### config.mk
export PLATFORM = sky130hd
export DESIGN_NAME = fetch_unit
export DESIGN_NICKNAME = d
export VERILOG_FILES = /design/src/rtl/fetch_pkg.sv /design/src/rtl/fetch_queue.sv /design/src/rtl/fetch_unit.sv
export SDC_FILE = /design/constraint.sdc
export NUM_CORES = 1
export LEC_CHECK = 0
export ABC_AREA = 1
export BUFFER_PORTS_ARGS = -buffer_cell sky130_fd_sc_hd__buf_2
export CAP_MARGIN = 40
export CORE_MARGIN = 2
export CORE_UTILIZATION = 35
export CTS_CLUSTER_SIZE = 30
export DETAILED_ROUTE_END_ITERATION = 8
export GPL_TIMING_DRIVEN = 1
export PLACE_DENSITY = 0.65
export REMOVE_ABC_BUFFERS = 1
export SLEW_MARGIN = 20
export SYNTH_ARGS = -nofsm -noshare
export SYNTH_HDL_FRONTEND = slang
export SYNTH_SLANG_ARGS = --single-unit
### constraint.sdc
create_clock -name clk -period 3.2 [get_ports clk]
set_input_delay 0.16 -clock clk [delete_from_list [all_inputs] [get_ports clk]]
set_output_delay 0.16 -clock clk [all_outputs]
set_load 0.02 [all_outputs]
### src/rtl/fetch_pkg.sv
// Shared types and constants for the instruction-fetch stage.
// The queue entry struct is sized by FETCH_DATA_WIDTH / FETCH_ADDRESS_WIDTH;
// fetch_unit's DATA_WIDTH / ADDRESS_WIDTH must match these values.
package fetch_pkg;

    localparam int INSTR_BYTES         = 4;
    localparam int FETCH_DATA_WIDTH    = 32;
    localparam int FETCH_ADDRESS_WIDTH = 8;
    localparam int FETCH_QUEUE_DEPTH   = 4;
    localparam int FETCH_COUNT_WIDTH   = $clog2(FETCH_QUEUE_DEPTH) + 1;

    typedef struct packed {
        logic [FETCH_DATA_WIDTH-1:0]    instr;
        logic [FETCH_ADDRESS_WIDTH-1:0] pc;
    } fetch_entry_t;

    // Width needed to hold an occupancy value from 0 up to and including depth.
    function automatic int countWidth(input int depth);
        return $clog2(depth) + 1;
    endfunction

endpackage

### src/rtl/fetch_queue.sv
// Prefetch FIFO of fetch_entry_t. Head is presented combinationally.
// Flush is synchronous and wins over push/pop in the same cycle.
module fetch_queue
    import fetch_pkg::*;
#(
    parameter int DEPTH       = FETCH_QUEUE_DEPTH,
    parameter int COUNT_WIDTH = countWidth(DEPTH)
) (
    input  logic                   clk,
    input  logic                   rst,
    input  logic                   flush,
    input  logic                   push,
    input  fetch_entry_t           pushEntry,
    input  logic                   pop,
    output fetch_entry_t           headEntry,
    output logic [COUNT_WIDTH-1:0] count,
    output logic                   empty
);

    localparam int PTR_WIDTH = $clog2(DEPTH);

    fetch_entry_t           mem [DEPTH];
    logic [PTR_WIDTH-1:0]   wrPtr;
    logic [PTR_WIDTH-1:0]   rdPtr;

    assign headEntry = mem[rdPtr];
    assign empty     = (count == '0);

    // Storage write; contents need no reset because count gates visibility.
    always_ff @(posedge clk) begin
        if (push && !flush) begin
            mem[wrPtr] <= pushEntry;
        end
    end

    // Pointer and occupancy tracking; DEPTH is a power of two so pointers wrap naturally.
    always_ff @(posedge clk or posedge rst) begin
        if (rst) begin
            wrPtr <= '0;
            rdPtr <= '0;
            count <= '0;
        end else if (flush) begin
            wrPtr <= '0;
            rdPtr <= '0;
            count <= '0;
        end else begin
            if (push) begin
                wrPtr <= wrPtr + 1'b1;
            end
            if (pop) begin
                rdPtr <= rdPtr + 1'b1;
            end
            case ({push, pop})
                2'b10:   count <= count + 1'b1;
                2'b01:   count <= count - 1'b1;
                default: count <= count;
            endcase
        end
    end

endmodule

### src/rtl/fetch_unit.sv
// Decoupled instruction fetch: PC generator, credit-limited request issue,
// in-order response capture into a prefetch queue, and redirect flushing.
// Responses already in flight at a redirect are counted in dropCnt and
// discarded as they arrive, so no wrong-path instruction reaches decode.
// Optional build macro FETCH_PERF_EN adds perf_fetched / perf_flushed counters.
module fetch_unit
    import fetch_pkg::*;
#(
    parameter int                       ADDRESS_WIDTH = FETCH_ADDRESS_WIDTH,
    parameter int                       DATA_WIDTH    = FETCH_DATA_WIDTH,
    parameter int                       QUEUE_DEPTH   = FETCH_QUEUE_DEPTH,
    parameter logic [ADDRESS_WIDTH-1:0] RESET_PC      = '0
) (
    input  logic                     clk,
    input  logic                     rst,
    output logic                     imem_req_valid,
    input  logic                     imem_req_ready,
    output logic [ADDRESS_WIDTH-1:0] imem_addr,
    input  logic                     imem_rsp_valid,
    input  logic [DATA_WIDTH-1:0]    imem_rsp_data,
    output logic                     dec_valid,
    input  logic                     dec_ready,
    output logic [DATA_WIDTH-1:0]    dec_instr,
    output logic [ADDRESS_WIDTH-1:0] dec_pc,
    output logic [ADDRESS_WIDTH-1:0] dec_pc_plus4,
    input  logic                     redirect_valid,
    input  logic [ADDRESS_WIDTH-1:0] redirect_target
`ifdef FETCH_PERF_EN
    ,
    output logic [31:0]              perf_fetched,
    output logic [31:0]              perf_flushed
`endif
);

    localparam int                       CW          = countWidth(QUEUE_DEPTH);
    localparam logic [CW:0]              DEPTH_LIMIT = (CW+1)'(QUEUE_DEPTH);
    localparam logic [ADDRESS_WIDTH-1:0] PC_STEP     = ADDRESS_WIDTH'(INSTR_BYTES);
    localparam logic [ADDRESS_WIDTH-1:0] ALIGN_MASK  = ~ADDRESS_WIDTH'(INSTR_BYTES - 1);

    logic [ADDRESS_WIDTH-1:0] fetchPc;
    logic [ADDRESS_WIDTH-1:0] respPc;
    logic [ADDRESS_WIDTH-1:0] targetAligned;
    logic [CW-1:0]            outstanding;
    logic [CW-1:0]            outstandingNext;
    logic [CW-1:0]            dropCnt;
    logic [CW-1:0]            count;
    logic [CW:0]              inFlight;
    logic                     empty;
    logic                     issue;
    logic                     rspDrop;
    logic                     push;
    logic                     pop;
    fetch_entry_t             pushEntry;
    fetch_entry_t             headEntry;

    // Queue slots already committed (held or still in flight) bound new requests.
    assign inFlight       = {1'b0, count} + {1'b0, outstanding};
    assign imem_req_valid = !rst && !redirect_valid && (inFlight < DEPTH_LIMIT);
    assign imem_addr      = fetchPc;
    assign issue          = imem_req_valid && imem_req_ready;

    // A response in the redirect cycle belongs to the old path, as do those covered by dropCnt.
    assign rspDrop        = imem_rsp_valid && (redirect_valid || (dropCnt != '0));
    assign push           = imem_rsp_valid && !rspDrop;
    assign pushEntry      = '{instr: imem_rsp_data, pc: respPc};

    assign dec_valid      = !rst && !empty && !redirect_valid;
    assign pop            = dec_valid && dec_ready;
    assign dec_instr      = empty ? '0 : headEntry.instr;
    assign dec_pc         = empty ? '0 : headEntry.pc;
    assign dec_pc_plus4   = empty ? '0 : headEntry.pc + PC_STEP;

    assign targetAligned  = redirect_target & ALIGN_MASK;

    // Outstanding count after this cycle's issue and response.
    always_comb begin
        outstandingNext = outstanding;
        if (issue && !imem_rsp_valid) begin
            outstandingNext = outstanding + 1'b1;
        end else if (!issue && imem_rsp_valid) begin
            outstandingNext = outstanding - 1'b1;
        end
    end

    // PC generation, credit and drop tracking.
    always_ff @(posedge clk or posedge rst) begin
        if (rst) begin
            fetchPc     <= RESET_PC;
            respPc      <= RESET_PC;
            outstanding <= '0;
            dropCnt     <= '0;
        end else begin
            outstanding <= outstandingNext;
            if (redirect_valid) begin
                fetchPc <= targetAligned;
                respPc  <= targetAligned;
                dropCnt <= outstandingNext;
            end else begin
                if (issue) begin
                    fetchPc <= fetchPc + PC_STEP;
                end
                if (push) begin
                    respPc <= respPc + PC_STEP;
                end
                if (imem_rsp_valid && (dropCnt != '0)) begin
                    dropCnt <= dropCnt - 1'b1;
                end
            end
        end
    end

    fetch_queue #(
        .DEPTH       (QUEUE_DEPTH),
        .COUNT_WIDTH (CW)
    ) queue (
        .clk       (clk),
        .rst       (rst),
        .flush     (redirect_valid),
        .push      (push),
        .pushEntry (pushEntry),
        .pop       (pop),
        .headEntry (headEntry),
        .count     (count),
        .empty     (empty)
    );

`ifdef FETCH_PERF_EN
    logic [CW:0] flushInc;
    logic [32:0] flushedSum;

    assign flushInc   = (redirect_valid ? {1'b0, count} : '0) + {{CW{1'b0}}, rspDrop};
    assign flushedSum = {1'b0, perf_flushed} + 33'(flushInc);

    // Saturating event counters: decode pops, and queue entries plus responses thrown away.
    always_ff @(posedge clk or posedge rst) begin
        if (rst) begin
            perf_fetched <= '0;
            perf_flushed <= '0;
        end else begin
            if (pop && (perf_fetched != '1)) begin
                perf_fetched <= perf_fetched + 32'd1;
            end
            perf_flushed <= flushedSum[32] ? '1 : flushedSum[31:0];
        end
    end
`endif

endmodule

-- Word-level counts from Yosys, hierarchy flattened
Memory sizes are Yosys's and may differ from the RTL's.
Cells that the tools add are included.
- add/subtract/negate cells: 11
- shift-type cells: 0
- div/mod/pow operators: 0
- bitwise logic cells: 0
- equality and inequality tests: 2
- multiply operators: 0
- multiplexer cells: 19
- magnitude comparators: 1
- reduce and logical (&&, ||, !) cells: 26
- operators with widths (operator ; count):
    $mux 8 ; 6
    $mux 32 ; 1
    $add 8x3->8 const B ; 3
    $mux 3 ; 5
    $logic_and 1x1->1 ; 12
    $sub 3x1->3 const B ; 3
    $mux 2 ; 4
    $reduce_bool 2->1 ; 4
    $add 3x1->3 const B ; 2
    $logic_not 1->1 ; 6
    $pmux 3 s2 ; 1
    $reduce_bool 3->1 ; 2
    $add 2x1->2 const B ; 2
    $add 3x3->4 ; 1
    $lt 4x3->1 const B ; 1
    $logic_not 3->1 ; 1
    $eq 2x1->1 const B ; 1
    $eq 2x2->1 const B ; 1
    $mux 1 ; 2
    $logic_or 1x1->1 ; 1
- bits in registers: 29
- memories kept: 1
- RAM bits: 160
- bits of input ports: 46
- bits in latches: 0
- memory bits (read-only): 0
- logic and storage cells: 67
- memory list (name ; depth ; bits a word ; rd ports ; clocked after Yosys merged registers in ; write ports ; line ; RTL):
    queue.mem ; 4 ; 40 ; 1 ; 0 ; 1 ; fetch_queue.sv:22 ; fetch_entry_t mem [DEPTH];

-- Depth between registers and ports, before layout
- depth after elaboration: 9
- depth in mapped cells: 11
- mapped depth without buffers: 11

-- Hierarchy
Synthesis repeated with hierarchy kept, for this count alone.
- cell total of the unflattened synthesis: 704
- area, all modules: 8130.3 µm²
- modules (own cells, without submodules) (module ; sequential area each (µm²) ; instances ; cells an instance ; area each (µm²)):
    fetch_queue ; 4979.8 ; 1 ; 447 ; 6516.2
    fetch_unit ; 450.4 ; 1 ; 257 ; 1614.0

-- Worst setup path before layout
OpenSTA, ideal clock, no wires.
- path type: register -> register
- start point: reg dropCnt[0]
- end point: mem queue.mem[0][10] (netlist name), enable pin
- path slack: 0.319 ns
- buffers on the path: 0
- period minus slack after synthesis: 2.881 ns
- stages on the path, launching flop included: 5
- data arrival time: 2.447 ns
- cells stage by stage: dfrtp_1 -> inv_1 -> ha_1 -> nand4_4 -> nor2_1
- word-level cells in the longest chain between the ends: 8
- RTL lines (what ; line ; RTL):
    from (decl) ; fetch_unit.sv:45 ; logic [CW-1:0] dropCnt;
    from (signal assigned) ; fetch_unit.sv:97 ; dropCnt <= outstandingNext;
    from (signal assigned) ; fetch_unit.sv:106 ; dropCnt <= dropCnt - 1'b1;
    $reduce_bool 3->1 ; fetch_unit.sv:63 ; assign rspDrop = imem_rsp_valid && (redirect_valid || (dropCnt != '0));
    $logic_or 1x1->1 ; fetch_unit.sv:63 ;
    $logic_and 1x1->1 ; fetch_unit.sv:63 ;
    $logic_not 1->1 ; fetch_unit.sv:64 ; assign push = imem_rsp_valid && !rspDrop;
    $logic_and 1x1->1 ; fetch_unit.sv:64 ;
    $logic_and 1x1->1 ; fetch_queue.sv:31 ; if (push && !flush) begin
    $mux 1 ; fetch_queue.sv:31 ;
    $mux 1 (not written as such) ; fetch_queue.sv:32 ; mem[wrPtr] <= pushEntry;
    to (decl) ; fetch_queue.sv:22 ;
No other way between the ends.

-- Worst setup path after layout
- start point: reg queue.rdPtr[0]
- end point: out dec_pc_plus4[7]
- word-level cells in the longest chain between the ends: 3
- RTL lines (what ; line ; RTL):
    from (decl) ; fetch_queue.sv:24 ; logic [PTR_WIDTH-1:0] rdPtr;
    from (signal assigned) ; fetch_queue.sv:51 ; rdPtr <= rdPtr + 1'b1;
    $mem_v2 4x40 ; n/a ;
    $add 8x3->8 ; fetch_unit.sv:71 ; assign dec_pc_plus4 = empty ? '0 : headEntry.pc + PC_STEP;
    $mux 8 ; fetch_unit.sv:71 ;
    to (decl) ; fetch_unit.sv:25 ; output logic [ADDRESS_WIDTH-1:0] dec_pc_plus4,
No other way between the ends.

==> flow_metrics.env <==
export IMPL_p_comb_share_pct=25.9
export IMPL_min_period_ps=2930
export IMPL_htreeDepth=4
export IMPL_final_period_utilization_pct=91.6
export IMPL_synthCells=669
export IMPL_postCtsSetupBuffers=0
export IMPL_initial_utilization_pct=35.5
export IMPL_power_density_nw_per_um2=697
export IMPL_p_switching_mw=2.25
export IMPL_layout_drive_gt1_share_pct=21.5
export IMPL_slowest_stage="buf_4"
export IMPL_clk_insertion_delay_late_ps=430
export IMPL_drv_slew=0
export IMPL_cp_num_buf_inv=3
export IMPL_antenna_found_initial=0
export IMPL_critPathLaunchType="flip-flop"
export IMPL_arrival_ps=2770
export IMPL_timing_fmax_mhz=341
export IMPL_die_area_um2=23200
export IMPL_crit_required_ps=3040
export IMPL_fin_setup_tns_ps=0
export IMPL_cts_tree="yes"
export IMPL_overflow=0
export IMPL_switching_share_pct=34.0
export IMPL_crit_family="buffers and inverters"
export IMPL_synth_area_um2=7700
export IMPL_cts_max_path_buffers=2
export IMPL_cts_hold_buf=38
export IMPL_drc=0
export IMPL_drt_iter0_drc=259
export IMPL_core_area_um2=21700
export IMPL_worstSetupPathType="flip-flop to output pin"
export IMPL_grt_pass1_vias=5147
export IMPL_avgRoutedWirePerCell_um=15.5
export IMPL_ir_drop_mv=0.377
export IMPL_cts_buffers=17
export IMPL_holdCritPathClass="input port to flip-flop"
export IMPL_run_status="complete, no violations"
export IMPL_gp_congestion=0.746
export IMPL_seq_area_frac_synth_pct=67.4
export IMPL_final_setup_viol_count=0
export IMPL_ys_flop_type="edfxtp_1"
export IMPL_internal_power_mw=4.36
export IMPL_dp_cells=1024
export IMPL_yosysWarnings=0
export IMPL_synth_edf_count=152
export IMPL_path_clk_slew_ps=70
export IMPL_portBuffers=95
export IMPL_grt_pass1_wl_um=26700
export IMPL_wl_um=17000
export IMPL_dr_pass1_iters=4
export IMPL_seqPwrFrac_pct=41.5
export IMPL_fin_skew_ps=11.0
export IMPL_die_y_um=152
export IMPL_slew_headroom_pct=53.9
export IMPL_cts_resized=0
export IMPL_num_io_pins=104
export IMPL_gr_usage_all_layers_pct=14.7
export IMPL_crit_path_end_kind="output pin"
export IMPL_dp_hpwl_um=10100
export IMPL_path_max_fanout=50
export IMPL_cts_num_sinks=177
export IMPL_drv_cap=0
export IMPL_antenna_left=0
export IMPL_syn_to_final_growth_pct=23.1
export IMPL_ys_seq_elements=177
export IMPL_via_per_inst=4.78
export IMPL_p_leak_nw=3.66
export IMPL_synth_area_per_cell_um2=11.5
export IMPL_rows=54
export IMPL_power_frac_clock_pct=32.5
export IMPL_antennaDiodeCount=0
export IMPL_ys_async_sr_fraction_pct=14.1
export IMPL_hold_viol=0
export IMPL_grt_max_degree=58
export IMPL_chipWidth_um=152
export IMPL_worstMarginPinSlew_ps=691
export IMPL_rsz0062_at_grt="false"
export IMPL_cts_root_buf="clkbuf_16"
export IMPL_n_fill_cell=2009
export IMPL_final_nets=861
export IMPL_stdcell_count=1094
export IMPL_vias=5232
export IMPL_crit_chain="buf_4 > buf_4 > nand2_1 > nand3_1 > nand2_1 > nor2_2 > nand4_1 > a21oi_1 > buf_2"
export IMPL_synth_cell_type_count=40
export IMPL_cpPeakStageDelay_ps=520
[cells by family (layout without fill, tap and decap cells)]
logic type	after synthesis	after routing	synth area share [%]
simple gates	252	252	14.5
xor+xnor	6	6	0.683
buf+inv	76	216	4.84
other cells	1	6	0.0487
fa+ha+maj	14	14	2.37
flops	177	177	67.4
compound gates	143	143	10.2
[worst register-to-register path, stage by stage, from the launching register on]
cell     delay, ps
dfrtp_1        380
inv_1          100
ha_1           220
nand4_4        260
inv_1          240
nor2_1         110
fa_1           380
xnor2_1        190
xor2_1         150
o22ai_1         80
[placed cells by master, fill, tap and decap left out, types with 22 or more instances in the layout]
cell type,count
a21oi_1,43
buf_2,95
dfrtp_1,23
dlygate4sd3_1,38
edfxtp_1,152
inv_1,35
nand2_1,50
nand3_1,22
nor2_1,147
o21ai_0,77
[final timing paths]
kind                       slack [ps]  cells after the start                from              end
hold / removal                     40                      3  redirect_target[3]     imem_addr[3]
min in group asynchronous         410                      3                 rst   queue.count[2]
setup reg to reg                  980                      9          dropCnt[0]   queue.count[2]
setup / recovery                  270                      9      queue.rdPtr[0]  dec_pc_plus4[7]
hold reg to reg                   540                      2          dropCnt[2]       dropCnt[2]
max in group asynchronous        2310                      4                 rst   queue.rdPtr[0]
[synth_stat cells, types with 2 or more instances]
master,instances,share of area (%)
buf_4,14,1.4
buf_6,3,0.44
nor2_1,151,7.4
a31oi_1,2,0.16
o21ai_1,3,0.19
xor2_1,4,0.46
nand2_2,7,0.57
o211ai_1,4,0.39
a21oi_2,2,0.23
nand4_1,3,0.24
clkbuf_1,12,0.59
o31ai_1,2,0.19
inv_2,2,0.098
nand2_1,50,2.4
xnor2_1,2,0.23
nor2_2,2,0.16
o21ai_0,77,5.0
nand2_4,3,0.44
dfrtp_1,25,8.1
nor2_8,2,0.52
a21oi_1,43,2.8
buf_2,8,0.52
o211ai_2,2,0.32
edfxtp_1,152,59
nand3_1,22,1.4
o21ai_2,3,0.34
o221ai_1,3,0.34
nand3_2,2,0.26
inv_1,36,1.8
ha_1,13,2.1
nor3_1,6,0.39
[power groups by stage]
stage	Sequential [mW]	Combinational [mW]	Clock, mW
2_1_floorplan	2.81	1.04	0
3_3_place_gp	2.79	1.67	0
3_5_place_dp	2.79	1.69	0
4_1_cts	2.74	1.73	2.19
5_1_grt	2.76	1.88	2.28
6_report	2.74	1.71	2.15
[stage by stage]
| stage | instance area, um^2 | util [%] | power [mW] | hold WS (ps) | setup slack (ps) |
|---|---|---|---|---|---|
| 2_1_floorplan | 7490 | - | 3.85 | 187 | -183 |
| 3_3_place_gp | 8450 | 38.9 | 4.45 | 373 | 784 |
| 3_5_place_dp | 8470 | 39.1 | 4.48 | 309 | 702 |
| 4_1_cts | 9470 | 43.7 | 6.66 | 25.7 | 218 |
| 5_1_grt | 9470 | 43.7 | 6.92 | 44.6 | 50.4 |
| 6_report | 9470 | 43.7 | 6.61 | 41.5 | 270 |
[state kept, by name, indices dropped and copies added, names as in the netlist]
register	cells
dropCnt	3
imem_addr	6
outstanding	3
queue.count	3
queue.mem	152
queue.rdPtr	2
queue.wrPtr	2
respPc	6
[layout make-up]
type	instances	area [um^2]	area share [%]
flip-flops and latches	177	5190	54.8
multi-input cells	421	2180	23.1
repair buffers	145	978	10.3
clock buffers	17	425	4.49
well taps	280	350	3.70
clock inverters	15	194	2.05
inverters	39	149	1.57
[layer usage]
layer	share of wire (%)	routed length, um	GRT usage (%)	vias to the layer above
met4	0.82	140	4.01	0
met5	0	0	0	-
met3	4.0	673	3.27	11
met1	45	7710	19.2	2515
li1	-	-	-	2581
met2	50	8460	24.8	125
No activity file was read; power rests on OpenSTA's default activity.
